[src/rtl/bp_be_dcache_lce_cmd_buffer_if.sv]
// bp_be_dcache_lce_cmd_buffer_if: network-side ready/valid and LCE-side valid/yumi bundle
// for the LCE command buffer, plus its occupancy, credit and error status.
interface bp_be_dcache_lce_cmd_buffer_if #(
    parameter int els_p       = 4,
    parameter int cmd_width_p = 128
);
    localparam int cw_lp = $clog2(els_p + 1);

    logic [cmd_width_p-1:0] lce_cmd_i;
    logic                   lce_cmd_v_i;
    logic                   lce_cmd_ready_o;
    logic [cmd_width_p-1:0] lce_cmd_o;
    logic                   lce_cmd_v_o;
    logic                   lce_cmd_yumi_i;
    logic [cw_lp-1:0]       count_o;
    logic                   credit_return_o;
    logic                   error_o;

    modport master (
        output lce_cmd_i, lce_cmd_v_i, lce_cmd_yumi_i,
        input  lce_cmd_ready_o, lce_cmd_o, lce_cmd_v_o, count_o, credit_return_o, error_o
    );

    modport slave (
        input  lce_cmd_i, lce_cmd_v_i, lce_cmd_yumi_i,
        output lce_cmd_ready_o, lce_cmd_o, lce_cmd_v_o, count_o, credit_return_o, error_o
    );
endinterface

[src/rtl/bp_be_dcache_lce_cmd_buffer.sv]
// bp_be_dcache_lce_cmd_buffer: in-order LCE command FIFO with registered ready and credit return.
// Define BP_BE_DCACHE_LCE_CMD_BYPASS_EN to pass a command straight through an empty buffer.
module bp_be_dcache_lce_cmd_buffer #(
    parameter int els_p       = 4,
    parameter int cmd_width_p = 128
) (
    input logic clk_i,
    input logic reset_n_i,
    bp_be_dcache_lce_cmd_buffer_if.slave io
);
    localparam int pw_lp = $clog2(els_p);
    localparam int cw_lp = $clog2(els_p + 1);

    logic [cmd_width_p-1:0] mem_q [els_p];
    logic [pw_lp-1:0]       rd_ptr_q, rd_ptr_d, wr_ptr_q, wr_ptr_d;
    logic [cw_lp-1:0]       count_q, count_d;
    logic                   ready_q, credit_q, error_q;
    logic                   empty, byp, enq, deq, wr, rd;

    assign empty = count_q == '0;

`ifdef BP_BE_DCACHE_LCE_CMD_BYPASS_EN
    assign byp          = empty & io.lce_cmd_v_i & ready_q;
    assign io.lce_cmd_v_o = ~empty | byp;
    assign io.lce_cmd_o   = byp ? io.lce_cmd_i : mem_q[rd_ptr_q];
`else
    assign byp          = 1'b0;
    assign io.lce_cmd_v_o = ~empty;
    assign io.lce_cmd_o   = mem_q[rd_ptr_q];
`endif

    assign enq = io.lce_cmd_v_i & ready_q;
    assign deq = io.lce_cmd_yumi_i & io.lce_cmd_v_o;
    // A bypassed command consumed in the same cycle never touches storage.
    assign wr  = enq & ~(byp & deq);
    assign rd  = deq & ~byp;

    assign wr_ptr_d = wr ? (wr_ptr_q == pw_lp'(els_p - 1) ? '0 : wr_ptr_q + pw_lp'(1)) : wr_ptr_q;
    assign rd_ptr_d = rd ? (rd_ptr_q == pw_lp'(els_p - 1) ? '0 : rd_ptr_q + pw_lp'(1)) : rd_ptr_q;
    assign count_d  = (wr & ~rd) ? count_q + cw_lp'(1) : (rd & ~wr) ? count_q - cw_lp'(1) : count_q;

    always_ff @(posedge clk_i or negedge reset_n_i) begin
        if (!reset_n_i) begin
            rd_ptr_q <= '0;
            wr_ptr_q <= '0;
            count_q  <= '0;
            ready_q  <= 1'b0;
            credit_q <= 1'b0;
            error_q  <= 1'b0;
        end else begin
            rd_ptr_q <= rd_ptr_d;
            wr_ptr_q <= wr_ptr_d;
            count_q  <= count_d;
            ready_q  <= count_d < cw_lp'(els_p);
            credit_q <= deq;
            error_q  <= error_q | (io.lce_cmd_yumi_i & ~io.lce_cmd_v_o);
        end
    end

    always_ff @(posedge clk_i) begin
        if (wr) mem_q[wr_ptr_q] <= io.lce_cmd_i;
    end

    assign io.lce_cmd_ready_o = ready_q;
    assign io.count_o         = count_q;
    assign io.credit_return_o = credit_q;
    assign io.error_o         = error_q;
endmodule
[src/flat_wrapper.sv]
// flat-port wrapper written by rule: the top's interface ports become plain ports
module bp_be_dcache_lce_cmd_buffer_flat 
#(
    parameter int els_p       = 4,
    parameter int cmd_width_p = 128
)
  (clk_i, reset_n_i, io_lce_cmd_i, io_lce_cmd_v_i, io_lce_cmd_yumi_i, io_lce_cmd_ready_o, io_lce_cmd_o, io_lce_cmd_v_o, io_count_o, io_credit_return_o, io_error_o);
  bp_be_dcache_lce_cmd_buffer_if #(.els_p(els_p), .cmd_width_p(cmd_width_p)) io_i ();
  input logic clk_i;
  input logic reset_n_i;
  input wire logic [$bits(io_i.lce_cmd_i)-1:0] io_lce_cmd_i;
  input wire logic [$bits(io_i.lce_cmd_v_i)-1:0] io_lce_cmd_v_i;
  input wire logic [$bits(io_i.lce_cmd_yumi_i)-1:0] io_lce_cmd_yumi_i;
  output wire logic [$bits(io_i.lce_cmd_ready_o)-1:0] io_lce_cmd_ready_o;
  output wire logic [$bits(io_i.lce_cmd_o)-1:0] io_lce_cmd_o;
  output wire logic [$bits(io_i.lce_cmd_v_o)-1:0] io_lce_cmd_v_o;
  output wire logic [$bits(io_i.count_o)-1:0] io_count_o;
  output wire logic [$bits(io_i.credit_return_o)-1:0] io_credit_return_o;
  output wire logic [$bits(io_i.error_o)-1:0] io_error_o;
  assign io_i.lce_cmd_i = io_lce_cmd_i;
  assign io_i.lce_cmd_v_i = io_lce_cmd_v_i;
  assign io_i.lce_cmd_yumi_i = io_lce_cmd_yumi_i;
  assign io_lce_cmd_ready_o = io_i.lce_cmd_ready_o;
  assign io_lce_cmd_o = io_i.lce_cmd_o;
  assign io_lce_cmd_v_o = io_i.lce_cmd_v_o;
  assign io_count_o = io_i.count_o;
  assign io_credit_return_o = io_i.credit_return_o;
  assign io_error_o = io_i.error_o;
  bp_be_dcache_lce_cmd_buffer #(.els_p(els_p), .cmd_width_p(cmd_width_p)) u_core (.clk_i(clk_i), .reset_n_i(reset_n_i), .io(io_i));
endmodule
[config.mk]
export PLATFORM = sky130hd
export DESIGN_NAME = bp_be_dcache_lce_cmd_buffer_flat
export DESIGN_NICKNAME = d
export VERILOG_FILES = /design/src/rtl/bp_be_dcache_lce_cmd_buffer_if.sv /design/src/rtl/bp_be_dcache_lce_cmd_buffer.sv /design/src/flat_wrapper.sv
export SDC_FILE = /design/constraint.sdc
export NUM_CORES = 1
export LEC_CHECK = 0
export CORE_MARGIN = 2
export CORE_UTILIZATION = 49
export DETAILED_ROUTE_END_ITERATION = 16
export GPL_ROUTABILITY_DRIVEN = 1
export GPL_TIMING_DRIVEN = 0
export PLACE_DENSITY_LB_ADDON = 0.05
export SLEW_MARGIN = 25
export SYNTH_ARGS = -nofsm -noshare
export SYNTH_HDL_FRONTEND = slang
export SYNTH_SLANG_ARGS = --single-unit
[constraint.sdc]
create_clock -name clk_i -period 4.3 [get_ports clk_i]
set_input_delay 0.43 -clock clk_i [delete_from_list [all_inputs] [get_ports clk_i]]
set_output_delay 0.43 -clock clk_i [all_outputs]
set_load 0.03 [all_outputs]
==> results by group, run 1 <==
STA
  – Final Critical Period: 3.449 ns
  – Final period utilization: 80.22%
  – Worst slew pin tran: 0.7931 ns
  – Setup violators final: 0
  – Post-Route Skew: around 0.014 ns
  – Slew headroom: a little under half
  – RSZ-0062 raised after global routing: no
  – Post-Route Setup TNS: 0 ns
  – Fin. max-slew vios: 0
  – Final Hold Fails: 0
  – Fmax: 289.9 MHz
  – Worst setup margin: 0.8507 ns

Floorplanning
  – Num rows: 72
  – Die width: around 200 um
  – Die H: roughly 200 um
  – Top Ports: about 270
  – Core area: 38560 sq um
  – Die area: 40490 sq um
  – Initial Utilization: 49.43%

Synthesis
  – Primary FF master, synth: edfxtp_1
  – Ys async rst share: between 1.5 and 2%
  – EDFF count, synth: roughly 510
  – Gate Count Post-Synth: 727
  – Post-synthesis sequential area ratio: slightly above 80%
  – Adder-cell area share of the yosys netlist: less than 1%
  – Count of cell types in the netlist: 24
  – Synth Area in Compound Gates: less than 1%
  – Mean Syn Cell Area: 26.21 sq um
  – Mux share of post-synthesis cell area: ~15%
  – Synth Area in XOR/XNOR: less than 1%
  – Synth warnings: 0
  – Mapped cell area: 19060 sq um
  – Largest family of logic cells by synthesized area: multiplexers
  – Syn_nets: 869
  – Fraction of the mapped netlist area in simple logic gates: 0.4596%
  – Synth Register Bits: about 520

Cells and area
  – FF/Latch Area: 15630 sq um
  – Ratio of cells with drive above 1 in the final layout: 22.13%
  – FILL cells: 2702
  – Multi-input logic area: 3206 sq um
  – Layout Utilization: 63.09%
  – Syn-to-layout area delta: 27.65%
  – Nets: 1202

Critical path
  – WP data arrival: approximately 3 ns
  – Endpoint type of the worst setup path: output pin
  – CP Class: reg -> out
  – Max FO, Critical Path: 10
  – CP Data Required Time: 3.87 ns
  – Crit start category: flop

Clock tree
  – Setup bufs post-CTS: 0
  – H-tree depth: 2
  – Clock transition at path regs: 0.06 ns
  – Clk root buf: clkbuf_16
  – Clock Tree Buf Depth: 3
  – CTS Sinks: between 500 and 600
  – CTS Buf Count: 52
  – CTS tree: built
  – Post_cts resized: 0
  – Worst skew pair latency: 0.58 ns
  – Post-CTS Hold Buffers: 0

Route
  – Antenna Violating Nets Remaining: 0
  – Wire per inst: 22.62 um
  – Vias per Instance: between 5 and 6
  – Initial drt markers: ~460
  – Detailed-route DRC error count: 0
  – DR WL met2: 17840 um
  – Total Wirelength: 36580 um
  – Met1 wire length: 15440 um
  – Via Count: 8607
  – Met3 wire len: 2470 um
  – Highest metal layer with signal wires: met5
  – Drt pass-1 iters: 5

Global route
  – Number of global-route vias before repair: 8976
  – Pin count of the biggest net entering global routing: 44
  – Global route overflow: 0
  – GRT Total Usage: 18.48%
  – Initial antenna violation count: 4
  – First-pass GRT wire length: 55650 um

Flow run
  – Max Cap Viol: 0

Placement
  – Pre-CTS WS: 1.365 ns
  – Port Buf Inserts: ~270
  – Routability cong.: approximately 0.73
  – Dpl hpwl: 22980 um

Power and ir drop
  – PwrDens: 736.4 nW/um^2
  – Pleak: 0.007893 uW
  – Worst vdd ir: 0.0004405 V

Hold path
  – Worst Hold Class: in -> async

Outcome
  – Status: finished, final reports clean
## metrics by stage
stage	cell area, sq um	power [uW]	cells	hold slack [ns]
floorplan	19060	11150	727	0.1344
global placement	22370	13850	1511	0.4614
detailed placement	22690	13810	1524	0.4681
CTS	24320	18200	1616	0.1891
global route	24320	18700	1616	0.2195
finish	24330	17910	1617	0.2046
## metal layers
layer	vias to the layer above	track usage, %
li1	3828	-
met1	4496	24.98
met2	222	29.20
met3	55	5.637
met4	6	5.909
met5	-	0
## sequential cells by signal, summed over array words and instances, names as in the netlist, named ones only
name and flops:
u_core.io.count_o 2, u_core.io.credit_return_o 1, u_core.io.error_o 1, u_core.io.lce_cmd_ready_o 1
u_core.mem_q 512, u_core.rd_ptr_q 2, u_core.wr_ptr_q 2
## power by group
group	internal, uW	switching [uW]
sequential	6570	180
clock	2550	1800
combinational	3010	3800
## cell usage in the layout (no fill, tap or decap), types with 4 or more instances in the layout
cell	count
edfxtp_1	512
o21ai_0	4
clkinv_2	7
clkdlybuf4s50_1	266
clkbuf_1	13
clkinv_1	12
and3_4	4
nor2_1	4
nand2_1	6
buf_16	6
buf_2	14
clkbuf_16	53
inv_1	8
ha_1	10
buf_6	11
bufinv_16	5
buf_12	7
mux4_2	128
dfrtp_1	10
## worst paths after layout
kind	start	endpoint	slack (ns)	cells after the start
min in group clk_i	io_lce_cmd_yumi_i	u_core.io.error_o	0.43	3
max in group asynchronous	reset_n_i	u_core.wr_ptr_q[0]	3.73	1
hold / removal	reset_n_i	u_core.io.credit_return_o	0.20	1
setup reg to reg	u_core.wr_ptr_q[0]	u_core.mem_q[2][47]	2.08	6
setup / recovery	u_core.rd_ptr_q[1]	io_lce_cmd_o[61]	0.85	4
hold reg to reg	u_core.io.error_o	u_core.io.error_o	0.49	1
## cell families after synthesis
| family | count (synthesis) |
|---|---|
| flip-flops | 522 |
| AND/OR/NAND/NOR | 18 |
| adder cells (fa/ha/maj) | 10 |
| AO/OA/AOI/OAI | 9 |
| multiplexers | 130 |
| XOR/XNOR | 1 |
| buffers and inverters | 37 |
## synthesized netlist by cell type (2+ instances only)
cell type / count / share of area [%]
nor2_1: 4 / 0.079
edfxtp_1: 512 / 81
buf_2: 14 / 0.37
clkbuf_1: 2 / 0.039
ha_1: 10 / 0.66
nand2_1: 6 / 0.12
mux2_2: 2 / 0.12
buf_4: 2 / 0.079
buf_6: 11 / 0.65
inv_1: 8 / 0.16
o21ai_0: 4 / 0.11
dfrtp_1: 10 / 1.3
and3_1: 4 / 0.13
mux4_2: 128 / 15
## critical path, cell delays in order, from the launching register on
cell,delay (ns)
dfrtp_1,0.39
clkbuf_1,0.62
buf_2,0.41
mux4_2,0.36
clkdlybuf4s50_1,0.65
## layout make-up
| cell class | instances | area share, % |
|---|---|---|
| clock buffer | 64 | 5.622 |
| tap | 518 | 2.664 |
| multi-input combinational | 168 | 13.18 |
| buffer | 29 | 0.8898 |
| timing repair buffer | 279 | 12.20 |
| sequential | 522 | 64.23 |
| clock inverter | 28 | 1.085 |
| antenna | 1 | 0.01029 |
| inverter | 8 | 0.1234 |
(Power assumes the default switching activity.)
==> run 2: changes to the inputs <==
--- a/config.mk
+++ b/config.mk
@@ -6,7 +6,7 @@
 export NUM_CORES = 1
 export LEC_CHECK = 0
 export CORE_MARGIN = 2
-export CORE_UTILIZATION = 49
+export CORE_UTILIZATION = 50
 export DETAILED_ROUTE_END_ITERATION = 16
 export GPL_ROUTABILITY_DRIVEN = 1
 export GPL_TIMING_DRIVEN = 0
==> constraint.sdc (replaced) <==
create_clock -name clk_i -period 3.55 [get_ports clk_i]
set_input_delay 0.355 -clock clk_i [delete_from_list [all_inputs] [get_ports clk_i]]
set_output_delay 0.355 -clock clk_i [all_outputs]
set_load 0.03 [all_outputs]
==> run 2 against run 1 <==
Net effect: first-iteration DRC count increased by 6.1%; utilization up 1.5 points; critical path depth did not move; worst setup slack lost 0.42 ns; sequential power is 21% higher; non-clock buffer count rose by 1; sequential share of layout area rose by 0.13 points; sequential cell count stayed put; clock power rose by 16%; power is 20% higher; largest cell class unchanged.
==> results by group, run 2 (synthesized netlist as in run 1, its figures left out) <==
Outcome
  – Status: finished, final reports clean

Cells and area
  – Largest register FFs: 512 (unchanged)
  – Layout Utilization: 64.61% (+1.5 points)
  – Commonest non-fill, non-tap cells in the layout: 512 x edfxtp_1, 266 x clkdlybuf4s50_1, 128 x mux4_2
  – Largest register by flop count: u_core.mem_q
  – Syn-to-layout area delta: 27.40%
  – Most common cell after layout, fill and taps aside: edfxtp_1
  – Nets: 1202 (unchanged)
  – Ratio of cells with drive above 1 in the final layout: 22.31% (+0.18 points)

Power and ir drop
  – Combinational power share: 38.5% (+0.5 points)
  – Pleak: 0.007881 uW (-0.15%)
  – P_sw: 6974 uW (+21%)
  – PwrDens: 886.3 nW/um^2 (+20%)
  – Clk network pwr share: 23.5% (-0.8 points)
  – Int Pwr: 14550 uW (+20%)
  – Sw Share: 32.41% (+0.13 points)
  – Sequential share of power: 38.0% (+0.3 points)
  – Worst vdd ir: 0.0004962 V (+13%)

Route
  – Antenna Violating Nets Remaining: 0 (unchanged)
  – Vias per Instance: 5.303 (-0.38%)
  – Wire per inst: 22.84 um (+0.99%)
  – Via Count: 8548 (-0.69%)
  – Detailed-route DRC error count: 0 (unchanged)
  – Initial drt markers: 487 (+6.1%)
  – Total Wirelength: 36820 um (+0.68%)
  – Drt pass-1 iters: 4 (-1)

STA
  – Setup violators final: 0 (unchanged)
  – Final Critical Period: around 3.1 ns
  – Fmax: 320.7 MHz
  – Slew headroom: 56.21% (+9.1 points)
  – Final Hold Fails: 0 (unchanged)
  – Fin. max-slew vios: 0 (unchanged)
  – RSZ-0062 raised after global routing: no
  – Worst setup margin: 0.4323 ns (-0.4184 ns)
  – Post-Route Skew: 0.01507 ns (+0.001428 ns)
  – Worst slew pin tran: 0.6569 ns (-0.1362 ns)
  – Hold WS: 0.1205 ns (-0.08405 ns)
  – Final period utilization: roughly 88%

Floorplanning
  – Top Ports: 267 (unchanged)
  – Die H: 199.2 um (-0.98%)
  – Core area: 37580 sq um (-2.5%)
  – Die area: 39690 sq um (-2.0%)
  – Num rows: 71 (-1.4%)
  – Initial Utilization: 50.71% (+1.3 points)
  – Die width: 199.2 um (-0.98%)

Critical path
  – Max FO, Critical Path: 10 (unchanged)
  – WP data arrival: 2.76 ns (-0.26 ns)
  – CP Class: reg -> out
  – Endpoint type of the worst setup path: output pin
  – CP max-delay cell: clkdlybuf4s50_1
  – Ordered cell list for the critical path: clkbuf_2 -> buf_2 -> mux4_2 -> clkdlybuf4s50_1
  – Worst path max stage delay: 0.67 ns (+0.02 ns)
  – Kind of cell adding the most delay to the critical path: buffers and inverters
  – CP Data Required Time: 3.19 ns (-0.68 ns)
  – Crit start category: flop
  – Count of buffer and inverter cells on the critical path: 3 (unchanged)

Global route
  – Global route overflow: 0 (unchanged)
  – Number of global-route vias before repair: 9070 (+1.0%)
  – M1 GR Usage: 25.83% (+0.85 points)
  – Met2 GRT Util: 29.97% (+0.76 points)
  – Initial antenna violation count: 3 (-1)
  – Pin count of the biggest net entering global routing: 40 (-9.1%)
  – Met3 usage: 5.586% (-0.050 points)
  – Top Usage Layer GRT: met2
  – GRT Total Usage: 18.92% (+0.44 points)
  – First-pass GRT wire length: 55100 um (-0.99%)

Clock tree
  – H-tree depth: 2 (unchanged)
  – Post_cts resized: 1 (+1)
  – Clock transition at path regs: 0.06 ns (about the same)
  – Clk root buf: clkbuf_16
  – CTS tree: built
  – Clock Tree Buf Depth: 3 (unchanged)
  – Worst skew pair latency: 0.57 ns (about the same)
  – CTS Sinks: 522 (unchanged)
  – Setup bufs post-CTS: 0 (unchanged)
  – CTS Buf Count: 51 (-1.9%)
  – Post-CTS Hold Buffers: 0 (unchanged)

Flow run
  – Max Cap Viol: 0 (unchanged)

Placement
  – Port Buf Inserts: 266 (unchanged)
  – Pre-CTS WS: 0.5640 ns (-0.8012 ns)
  – Routability cong.: 0.7062 (-2.9%)
  – Dpl hpwl: 22990 um (about the same)

Hold path
  – Worst Hold Class: in -> async
run 2: cell count changes in the layout (fill, tap and decap cells not counted), sizes merged:
| cell | delta |
|---|---|
| buf | +1 |
| bufinv | -2 |
| clkbuf | -1 |
| clkinv | +4 |
| diode | +2 |
| inv | -2 |
run 2: layout make-up:
cell class	instances	area (sq um)
Clock buffer	63	1364
Sequential cell	522	15630
Fill cell	2533	13300
Inverter	8	30.03
Antenna cell	3	7.507
Clock inverter	28	202.7
Tap cell	511	639.4
Buffer	29	217.7
Timing Repair Buffer	280	2988
Multi-Input combinational cell	168	3206
run 2: worst reg2reg max path, stage by stage (launching register included):
cell     delay (ns)
dfrtp_1        0.41
inv_1          0.12
ha_1           0.15
and3_4         0.45
buf_12         0.27
buf_12         0.24
buf_12         0.24
run 2: stage by stage:
| stage | instance area [sq um] | instances | setup TNS, ns | total power, uW |
|---|---|---|---|---|
| 2_1_floorplan | 19060 | 727 | 0 | 13420 |
| 3_3_place_gp | 22360 | 1504 | -350.72 | 16640 |
| 3_5_place_dp | 22700 | 1518 | 0 | 16750 |
| 4_1_cts | 24270 | 1609 | 0 | 21870 |
| 5_1_grt | 24270 | 1609 | 0 | 22460 |
| 6_report | 24280 | 1612 | 0 | 21520 |
run 2: power by group through the flow:
stage	clock network, uW	logic (uW)	registers, uW
2_1_floorplan	0	5080	8340
3_3_place_gp	0	8220	8420
3_5_place_dp	0	8430	8310
4_1_cts	5200	8480	8190
5_1_grt	5410	8780	8260
6_report	5060	8280	8180
run 2: worst paths after layout:
| path | start | end | slack [ns] | cells after the start |
|---|---|---|---|---|
| hold / removal | reset_n_i | u_core.io.error_o | 0.12 | 1 |
| min in group clk_i | io_lce_cmd_yumi_i | u_core.io.error_o | 0.35 | 3 |
| setup reg to reg | u_core.wr_ptr_q[0] | u_core.mem_q[0][40] | 1.34 | 6 |
| setup / recovery | u_core.rd_ptr_q[1] | io_lce_cmd_o[68] | 0.43 | 4 |
| max in group asynchronous | reset_n_i | u_core.wr_ptr_q[0] | 3.07 | 1 |
| hold reg to reg | u_core.io.error_o | u_core.io.error_o | 0.48 | 1 |
run 2: metal layers:
metal / share of wire, % / routed length, um / vias to the layer above
met1: 42 / 15410 / 4442
met2: 49 / 17990 / 240
li1: - / - / 3822
met3: 7.6 / 2813 / 42
met5: 0.024 / 9 / -
met4: 1.6 / 602 / 2
